[src/rtl/am_spi_cfg_master.sv]
// SPI mode-0 transmit-only master that frames one WORD_BITS word per CSb low period.
// SCK, MOSI and CSb come straight from flops; every non-idle phase lasts CLK_DIV clocks.
module am_spi_cfg_master #(
    parameter int WORD_BITS = 32,
    parameter int CLK_DIV   = 4
) (
    input  logic                 clk,
    input  logic                 rst,
    input  logic [WORD_BITS-1:0] tx_data,
    input  logic                 tx_valid,
    output logic                 tx_ready,
    output logic                 busy,
    output logic                 done,
    output logic                 SCK,
    output logic                 MOSI,
    output logic                 CSb
);

    localparam int DIV_W = $clog2(CLK_DIV + 1);
    localparam int BIT_W = $clog2(WORD_BITS + 1);

    typedef enum logic [2:0] {
        IDLE,
        SETUP,
        SCK_HI,
        SCK_LO,
        HOLD,
        GAP
    } state_t;

    state_t                 state_reg;
    logic [DIV_W-1:0]       div_reg;
    logic [BIT_W-1:0]       bit_reg;
    logic [WORD_BITS-1:0]   shift_reg;
    logic [WORD_BITS-1:0]   shift_next;
    logic                   sck_reg;
    logic                   mosi_reg;
    logic                   csb_reg;
    logic                   done_reg;
    logic                   ready_reg;
    logic                   busy_reg;
    logic                   accept;
    logic                   div_last;

    assign accept     = tx_valid && ready_reg;
    assign div_last   = (div_reg == DIV_W'(CLK_DIV - 1));
    assign shift_next = shift_reg << 1;

    always_ff @(posedge clk or posedge rst) begin
        if (rst) begin
            state_reg <= IDLE;
            div_reg   <= '0;
            bit_reg   <= '0;
            shift_reg <= '0;
            sck_reg   <= 1'b0;
            mosi_reg  <= 1'b0;
            csb_reg   <= 1'b1;
            done_reg  <= 1'b0;
            ready_reg <= 1'b0;
            busy_reg  <= 1'b0;
        end else begin
            done_reg  <= 1'b0;
            // Ready trails the return to IDLE by one clock, so it also rises the cycle after reset.
            ready_reg <= (state_reg == IDLE) && !accept;
            busy_reg  <= accept || (state_reg != IDLE);
            if (state_reg == IDLE) begin
                div_reg <= '0;
                if (accept) begin
                    shift_reg <= tx_data;
                    mosi_reg  <= tx_data[WORD_BITS-1];
                    csb_reg   <= 1'b0;
                    bit_reg   <= BIT_W'(WORD_BITS - 1);
                    state_reg <= SETUP;
                end
            end else if (!div_last) begin
                div_reg <= div_reg + DIV_W'(1);
            end else begin
                div_reg <= '0;
                case (state_reg)
                    SETUP: begin
                        sck_reg   <= 1'b1;
                        state_reg <= SCK_HI;
                    end
                    SCK_HI: begin
                        sck_reg <= 1'b0;
                        if (bit_reg == '0) begin
                            state_reg <= HOLD;
                        end else begin
                            // Falling edge: the next bit goes out half a period before the slave samples it.
                            bit_reg   <= bit_reg - BIT_W'(1);
                            shift_reg <= shift_next;
                            mosi_reg  <= shift_next[WORD_BITS-1];
                            state_reg <= SCK_LO;
                        end
                    end
                    SCK_LO: begin
                        sck_reg   <= 1'b1;
                        state_reg <= SCK_HI;
                    end
                    HOLD: begin
                        csb_reg   <= 1'b1;
                        mosi_reg  <= 1'b0;
                        done_reg  <= 1'b1;
                        state_reg <= GAP;
                    end
                    GAP: begin
                        state_reg <= IDLE;
                    end
                    default: begin
                        state_reg <= IDLE;
                    end
                endcase
            end
        end
    end

    assign tx_ready = ready_reg;
    assign busy     = busy_reg;
    assign done     = done_reg;
    assign SCK      = sck_reg;
    assign MOSI     = mosi_reg;
    assign CSb      = csb_reg;

endmodule

[config.mk]
export PLATFORM = sky130hd
export DESIGN_NAME = am_spi_cfg_master
export DESIGN_NICKNAME = d
export VERILOG_FILES = /design/src/rtl/am_spi_cfg_master.sv
export SDC_FILE = /design/constraint.sdc
export NUM_CORES = 1
export LEC_CHECK = 0
export ABC_AREA = 0
export ABC_CLOCK_PERIOD_IN_PS = 2300
export CAP_MARGIN = 10
export CORE_ASPECT_RATIO = 1.2
export CORE_UTILIZATION = 38
export DETAILED_ROUTE_END_ITERATION = 8
export PLACE_DENSITY = 0.66
export SLEW_MARGIN = 0
export SYNTH_ARGS = -nofsm -noshare
export SYNTH_HDL_FRONTEND = slang
export SYNTH_SLANG_ARGS = --single-unit
[constraint.sdc]
create_clock -name clk -period 2.3 [get_ports clk]
set_clock_uncertainty 0.2 [all_clocks]
set_input_delay 0.23 -clock clk [delete_from_list [all_inputs] [get_ports clk]]
set_output_delay 0.23 -clock clk [all_outputs]
set_load 0.02 [all_outputs]
# Word-level counts from Yosys, hierarchy flattened
# Cells that the tools add are included.
# word_totals
register_bits	49
latchBits	0
ramBits	0
rom_bits	0
input_bits	35
memories	0
# op_classes
add_sub_neg	2
n_mul	0
div	0
magnitude_cmp	0
eq_ne	8
shifts	0
muxes	30
n_bitwise	1
n_reduce_logical	18
# op_table
cell	count
$mux 31	5
$mux 6	5
$mux 3	6
$mux 1	11
$eq 3x2->1 const B	3
$pmux 3 s3	1
$reduce_and 4->1	2
$reduce_bool 2->1	4
$logic_not 6->1	1
$reduce_and 3->1	2
$reduce_bool 3->1	2
$sub 6x1->6 const B	1
$ne 2x2->1 const B	2
$pmux 1 s2	2
$add 3x1->3 const B	1
$eq 3x1->1 const B	1
$eq 3x3->1 const B	1
$logic_not 3->1	1
$ne 3x3->1 const B	1
$logic_and 1x1->1	2
$reduce_and 2->1	1
$reduce_or 2->1	1
$logic_not 1->1	1
$logic_or 1x1->1	1
$not 1->1	1

# Logic depth before layout (Yosys ltp)
# Gate-level depths: netlist of the first run.
# depth
depth_word	5
ltp_mapped	7

# Worst setup path after synthesis of the first run
# No wires, ideal clock.
# synth_timing
path_kind	reg2reg
from	register bit_reg[0]
to	register mosi_reg (netlist: MOSI)
setup_ps	125
arrival_ps	1726
required_ps	1975
slack_ps	249
stages_incl_launch_ff	7
path_buffers	0
synth_period_minus_slack_ps	2051
path_cell_list	dfrtp_1 > inv_1 > ha_1 > nor3b_4 > a211oi_4 > or3_1 > mux2_4
# synth_between
elab_chain_len	3
# synth_rtl
element	line_no	source
from (decl)	33	logic [BIT_W-1:0] bit_reg;
from (signal assigned)	72	bit_reg <= BIT_W'(WORD_BITS - 1);
from (signal assigned)	90	bit_reg <= bit_reg - BIT_W'(1);
$logic_not 6->1	86	if (bit_reg == '0) begin
$ne 3x3->1 (no line)	-	
$reduce_and 4->1 (no line)	-	
to (signal assigned)	70	mosi_reg <= tx_data[WORD_BITS-1];
to (signal assigned)	92	mosi_reg <= shift_next[WORD_BITS-1];
to (decl)	37	logic mosi_reg;
# Every way passes these cells.
# A chain may end at the register's enable or synchronous reset.

# Worst setup path after layout of the first run
# layout_timing
from	register bit_reg[0]
to	register bit_reg[2]
# layout_between
elab_chain_len	5
word_cells_on_any_way	8
cone_classes	add/sub: 1; eq/ne: 1; mux: 4; reduce/logical: 2
# layout_rtl
element	line_no	source
$sub 6x1->6	90	
$mux 6	86	
$mux 6	79	case (state_reg)
$mux 6	75	end else if (!div_last) begin
$mux 6	66	if (state_reg == IDLE) begin
# Several ways; a longest one is shown, not always the timed one. The select of a mux whose other input is x is not followed.

==> key figures, run 1 <==
Route
  – Drt first pass iters: 4
  – DR iter-0 viols: 33
  – Vias per inst: 5.17
  – Antenna viol nets, final: 0
  – Total Wirelength: 4760 um
  – Via count: 1803
  – Wirelength per Cell: 13.6 um
  – DRC: 0

Timing
  – Worst-Margin Slew: 407 ps
  – Post-route clock period utilization: 90.1%
  – RSZ-0062 raised after global routing: false
  – Fin. max-slew vios: 0
  – Setup violators final: 0
  – Final hold slack: 69.3 ps
  – Fmax: 482 MHz
  – Slew margin rel.: 72.6%
  – Setup TNS: 0 ps
  – Hold Fails Final Rpt: 0
  – Period minus WS final: 2070 ps

Yosys
  – Syn Nets: 260
  – Top post-synthesis cells by count: dfrtp_1 (48), nand3_1 (31), o21ai_1 (31)
  – Dominant synthesized flop cell: dfrtp_1
  – Yosys cell types: 39
  – Number of synthesized register bits: 49
  – Post-synthesis cell type with the largest combined area: dfrtp_1
  – Mapped Cells: 223
  – Mapped Area: 2360 um^2
  – Seq/Total Area, Yosys: 52.0%
  – Synth top area share: 50.9%
  – Synth area leaders: dfrtp_1 (51%), mux2i_1 (13%), nand3_1 (6.6%)
  – Count leader, synth: dfrtp_1
  – Post-synth EDFFs: 0
  – Average size of a mapped cell: 10.6 um^2
  – Yosys warnings: 0
  – Post-synth ARST share: 100%

Clocking
  – CTS Hold Buffers Added: 0
  – Maximum clock path buffer count: 2
  – # clock sinks: 49
  – H-tree depth reported by CTS: 2
  – Clock Root Buffer: clkbuf_8
  – CTS tree: done
  – Cells resized by post-CTS repair: 0
  – Setup Fix Bufs, Post-CTS: 0
  – Worst-path clk slew: 90 ps
  – CTS Buf Count: 5
  – Worst-Skew Late Latency: 300 ps

Power
  – Power Density: 481 nW/um^2
  – Leak Pwr: 1.15 nW
  – Max VDD drop: 0.000301 V

Global routing
  – Vias in the first global route: 1840
  – First-pass GRT wire length: 8150 um
  – Congestion Overflow GR: 0
  – GRT Total Usage: 16.2%
  – Initial antenna violation count: 0
  – Largest net degree at the start of global routing: 50

Floorplanning
  – Core ar.: 6010 um^2
  – Initial Util: 39.3%
  – Die Ht: 88.3 um
  – DIE WIDTH: 73.9 um
  – Die area: 6530 um^2
  – # IOs: 41
  – Row cnt: 31

Critical path
  – Crit-path max FO: 31
  – Crit path buffers/inverters: 3
  – Critical Path RT: 2290 ps
  – Worst path max stage delay: 410 ps
  – Critical Path End Type: register
  – Critical path arrival: 2070 ps
  – CP top delay family: buffers and inverters
  – CP Launch Type: register
  – CP Cell Sequence: inv_1, ha_1, nor3b_4, buf_4, a211o_1, buf_12, nand2_1, o21a_1
  – Crit Path Category: reg2reg
  – Critical Path Slowest Stage Cell: dfrtp_1

Place
  – Final GP Congestion: 0.772
  – Port bufs: 40
  – Post-DP HPWL: 3280 um
  – Inst Count DP: 341

Cells and area
  – # nets final: 303
  – Post-layout instance count excluding filler cells: 349
  – Max reg flops: 31
  – Layout cells sized above 1: 9.74%
  – Area grow syn2layout: 26.3%
  – Antenna Cells: 0

Run
  – Maxcap violations: 0

Status
  – Status: complete, no violations

Hold path
  – Hold crit path type: in2async
tightest hold or removal path, cell delays in order:
cell and delay (ps):
clkdlybuf4s50_1 410, inv_2 70, buf_12 250
report_power, final:
part	internal, mW	switching [mW]	leakage, nW	total (mW)
clock	0.217	0.276	0.0395	0.492
sequential	0.861	0	0.646	0.861
combinational	0.0550	0.0269	0.469	0.0819
total	1.13	0.303	1.15	1.43
metal layers:
metal / vias to the layer above / wire [um] / GRT usage (%)
met5: - / 0 / 0
met4: 0 / 57 / 5.94
met1: 881 / 2230 / 19.4
li1: 884 / - / -
met2: 32 / 2330 / 28.1
met3: 6 / 142 / 3.87
per-stage QoR:
step                      total power [mW]  setup slack (ps)  utilization [%]  instance area [um^2]
after floorplan                      0.892               249                -                  2360
after global placement               0.962               305             48.2                  2900
after detailed placement             0.963               229             48.2                  2900
after CTS                             1.46               211             49.6                  2980
after global routing                  1.49              89.3             49.6                  2980
final                                 1.43               227             49.6                  2980
kinds of logic (layout without fill, tap and decap cells):
group,count (synthesis),in the layout,synth area share [%]
AO/OA/AOI/OAI,54,54,13.7
adder cells (fa/ha/maj),2,2,1.06
buffers and inverters,21,65,4.29
flip-flops,49,49,52.0
multiplexers,31,31,13.4
AND/OR/NAND/NOR,66,66,15.6
final cells by class:
class | instances | area, um^2
tap | 82 | 103
inverter | 6 | 22.5
clock buffer | 8 | 80.1
sequential | 49 | 1230
multi-input combinational | 153 | 1040
timing repair buffer | 51 | 508
fill | 562 | 3030
placed cells by master (no fill, tap or decap), types with 4 or more instances in the layout:
cell type / netlist / routed
buf_4: 2 / 9
inv_1: 5 / 4
clkdlybuf4s50_1: 0 / 40
o21ai_1: 31 / 31
a21oi_1: 4 / 4
nor3_1: 7 / 7
mux2i_1: 30 / 30
dfrtp_1: 48 / 48
nand3_1: 31 / 31
clkbuf_8: 0 / 5
nand2_1: 7 / 7
o21ai_0: 4 / 4
nor2_1: 6 / 5
final timing paths:
check | startpoint | endpoint | slack, ps | cells past startpoint
max | bit_reg[0] | bit_reg[2] | 230 | 8
min | rst | shift_reg[17] | 70 | 3
max reg2reg | bit_reg[0] | bit_reg[2] | 230 | 8
min reg2reg | div_reg[0] | div_reg[0] | 240 | 1
max in group asynchronous | rst | CSb | 1550 | 3
min in group clk | div_reg[0] | div_reg[0] | 240 | 1
No activity file was read; power rests on OpenSTA's default activity.
==> run 2: changes to the inputs <==
--- a/config.mk
+++ b/config.mk
@@ -6,7 +6,7 @@
 export NUM_CORES = 1
 export LEC_CHECK = 0
 export ABC_AREA = 0
-export ABC_CLOCK_PERIOD_IN_PS = 2300
+export ABC_CLOCK_PERIOD_IN_PS = 2430
 export CAP_MARGIN = 10
 export CORE_ASPECT_RATIO = 1.2
 export CORE_UTILIZATION = 38
==> constraint.sdc (replaced) <==
create_clock -name clk -period 2.43 [get_ports clk]
set_clock_uncertainty 0.2 [all_clocks]
set_input_delay 0.243 -clock clk [delete_from_list [all_inputs] [get_ports clk]]
set_output_delay 0.243 -clock clk [all_outputs]
set_load 0.02 [all_outputs]
==> key figures, run 2 (synthesis results as in run 1) <==
Power
  – Power Density: 498 nW/um^2
  – Leak Pwr: 1.16 nW
  – Max VDD drop: 0.000277 V

Floorplanning
  – Row cnt: 31
  – DIE WIDTH: 73.9 um
  – Core ar.: 6010 um^2
  – Die area: 6530 um^2
  – Initial Util: 39.3%
  – # IOs: 41
  – Die Ht: 88.3 um

Cells and area
  – Most frequent cells in the layout: dfrtp_1 (48), clkdlybuf4s50_1 (40), nand3_1 (31), o21ai_1 (31), mux2i_1 (30)
  – Post-layout util: 50.1%
  – Max reg flops: 31
  – Most common cell after layout, fill and taps aside: dfrtp_1
  – Area grow syn2layout: 27.7%
  – FILL cells: 549
  – # nets final: 302
  – Antenna Cells: 0
  – Layout cells sized above 1: 10.5%
  – Design Area, Final: 3010 um^2

Global routing
  – Vias in the first global route: 1763
  – First-pass GRT wire length: 8220 um
  – GRT Total Usage: 16.4%
  – Congestion Overflow GR: 0
  – Largest net degree at the start of global routing: 35
  – Initial antenna violation count: 0

Timing
  – Period minus WS final: 2180 ps
  – Fin. max-slew vios: 0
  – Post-route clock period utilization: 89.5%
  – Fmax: 460 MHz
  – Slew margin rel.: 65.9%
  – Final hold slack: 80.2 ps
  – Worst-Margin Slew: 512 ps
  – Hold Fails Final Rpt: 0
  – RSZ-0062 raised after global routing: false
  – Setup violators final: 0
  – Setup TNS: 0 ps

Clocking
  – H-tree depth reported by CTS: 2
  – Cells resized by post-CTS repair: 0
  – Clock Root Buffer: clkbuf_8
  – Maximum clock path buffer count: 2
  – CTS Hold Buffers Added: 0
  – Worst-Skew Late Latency: 300 ps
  – CTS tree: done
  – Setup Fix Bufs, Post-CTS: 0
  – CTS Buf Count: 5
  – Worst-path clk slew: 90 ps
  – # clock sinks: 49

Route
  – Antenna viol nets, final: 0
  – Total Wirelength: 4910 um
  – DRC: 0
  – Wirelength per Cell: 14.1 um
  – Drt first pass iters: 4
  – DR iter-0 viols: 86
  – Via count: 1781
  – Vias per inst: 5.12

Place
  – Post-DP HPWL: 3350 um
  – Final GP Congestion: 0.804
  – Port bufs: 40
  – Placed Area: 2890 um^2

Critical path
  – Critical Path End Type: register
  – CP Launch Type: register
  – Critical path arrival: 2170 ps
  – Crit-path max FO: 8
  – Critical Path RT: 2420 ps
  – Crit Path Category: reg2reg

Hold path
  – Hold crit path type: in2async

Status
  – Status: complete, no violations

Run
  – Maxcap violations: 0
-- run 2: final timing paths --
check / depth (start not counted) / slack (ps) / from / to
min reg2reg: 1 / 250 / div_reg[0] / div_reg[0]
max in group asynchronous: 3 / 1290 / rst / CSb
max: 6 / 250 / bit_reg[0] / MOSI
min: 2 / 80 / rst / shift_reg[21]
max reg2reg: 6 / 250 / bit_reg[0] / MOSI
min in group clk: 1 / 250 / div_reg[0] / div_reg[0]
-- run 2: per-layer routing --
| layer | routed length, um | GRT usage, % |
|---|---|---|
| met5 | 0 | 0 |
| met4 | 58 | 5.24 |
| met3 | 148 | 3.19 |
| met2 | 2450 | 27.5 |
| met1 | 2250 | 21.3 |
-- run 2: critical path, cell delays in order (launching register included) --
cell and delay [ps]:
dfrtp_1 410, inv_1 70, ha_1 180, nor3b_4 360
a211oi_4 160, or3_1 390, mux2_4 300
-- run 2: power breakdown --
part	switching (mW)	total (mW)	internal, mW
sequential	0	0.815	0.815
combinational	0.0257	0.0765	0.0508
clock	0.275	0.610	0.335
total	0.301	1.50	1.20
-- run 2: per-stage QoR --
stage | total power [mW] | setup slack, ps | cells
2_1_floorplan | 0.844 | 379 | 223
3_3_place_gp | 0.909 | 317 | 340
3_5_place_dp | 0.909 | 268 | 340
4_1_cts | 1.52 | 251 | 348
5_1_grt | 1.55 | 148 | 348
6_report | 1.50 | 254 | 348
-- run 2: cell type report --
type                       count  area, um^2  area share, %
tap                           82         103           3.41
multi-input combinational    153        1040           34.5
timing repair buffer          50         500           16.6
sequential                    49        1230           40.7
clock buffer                   6        82.6           2.74
inverter                       6        22.5          0.748
clock inverter                 2        37.5           1.25
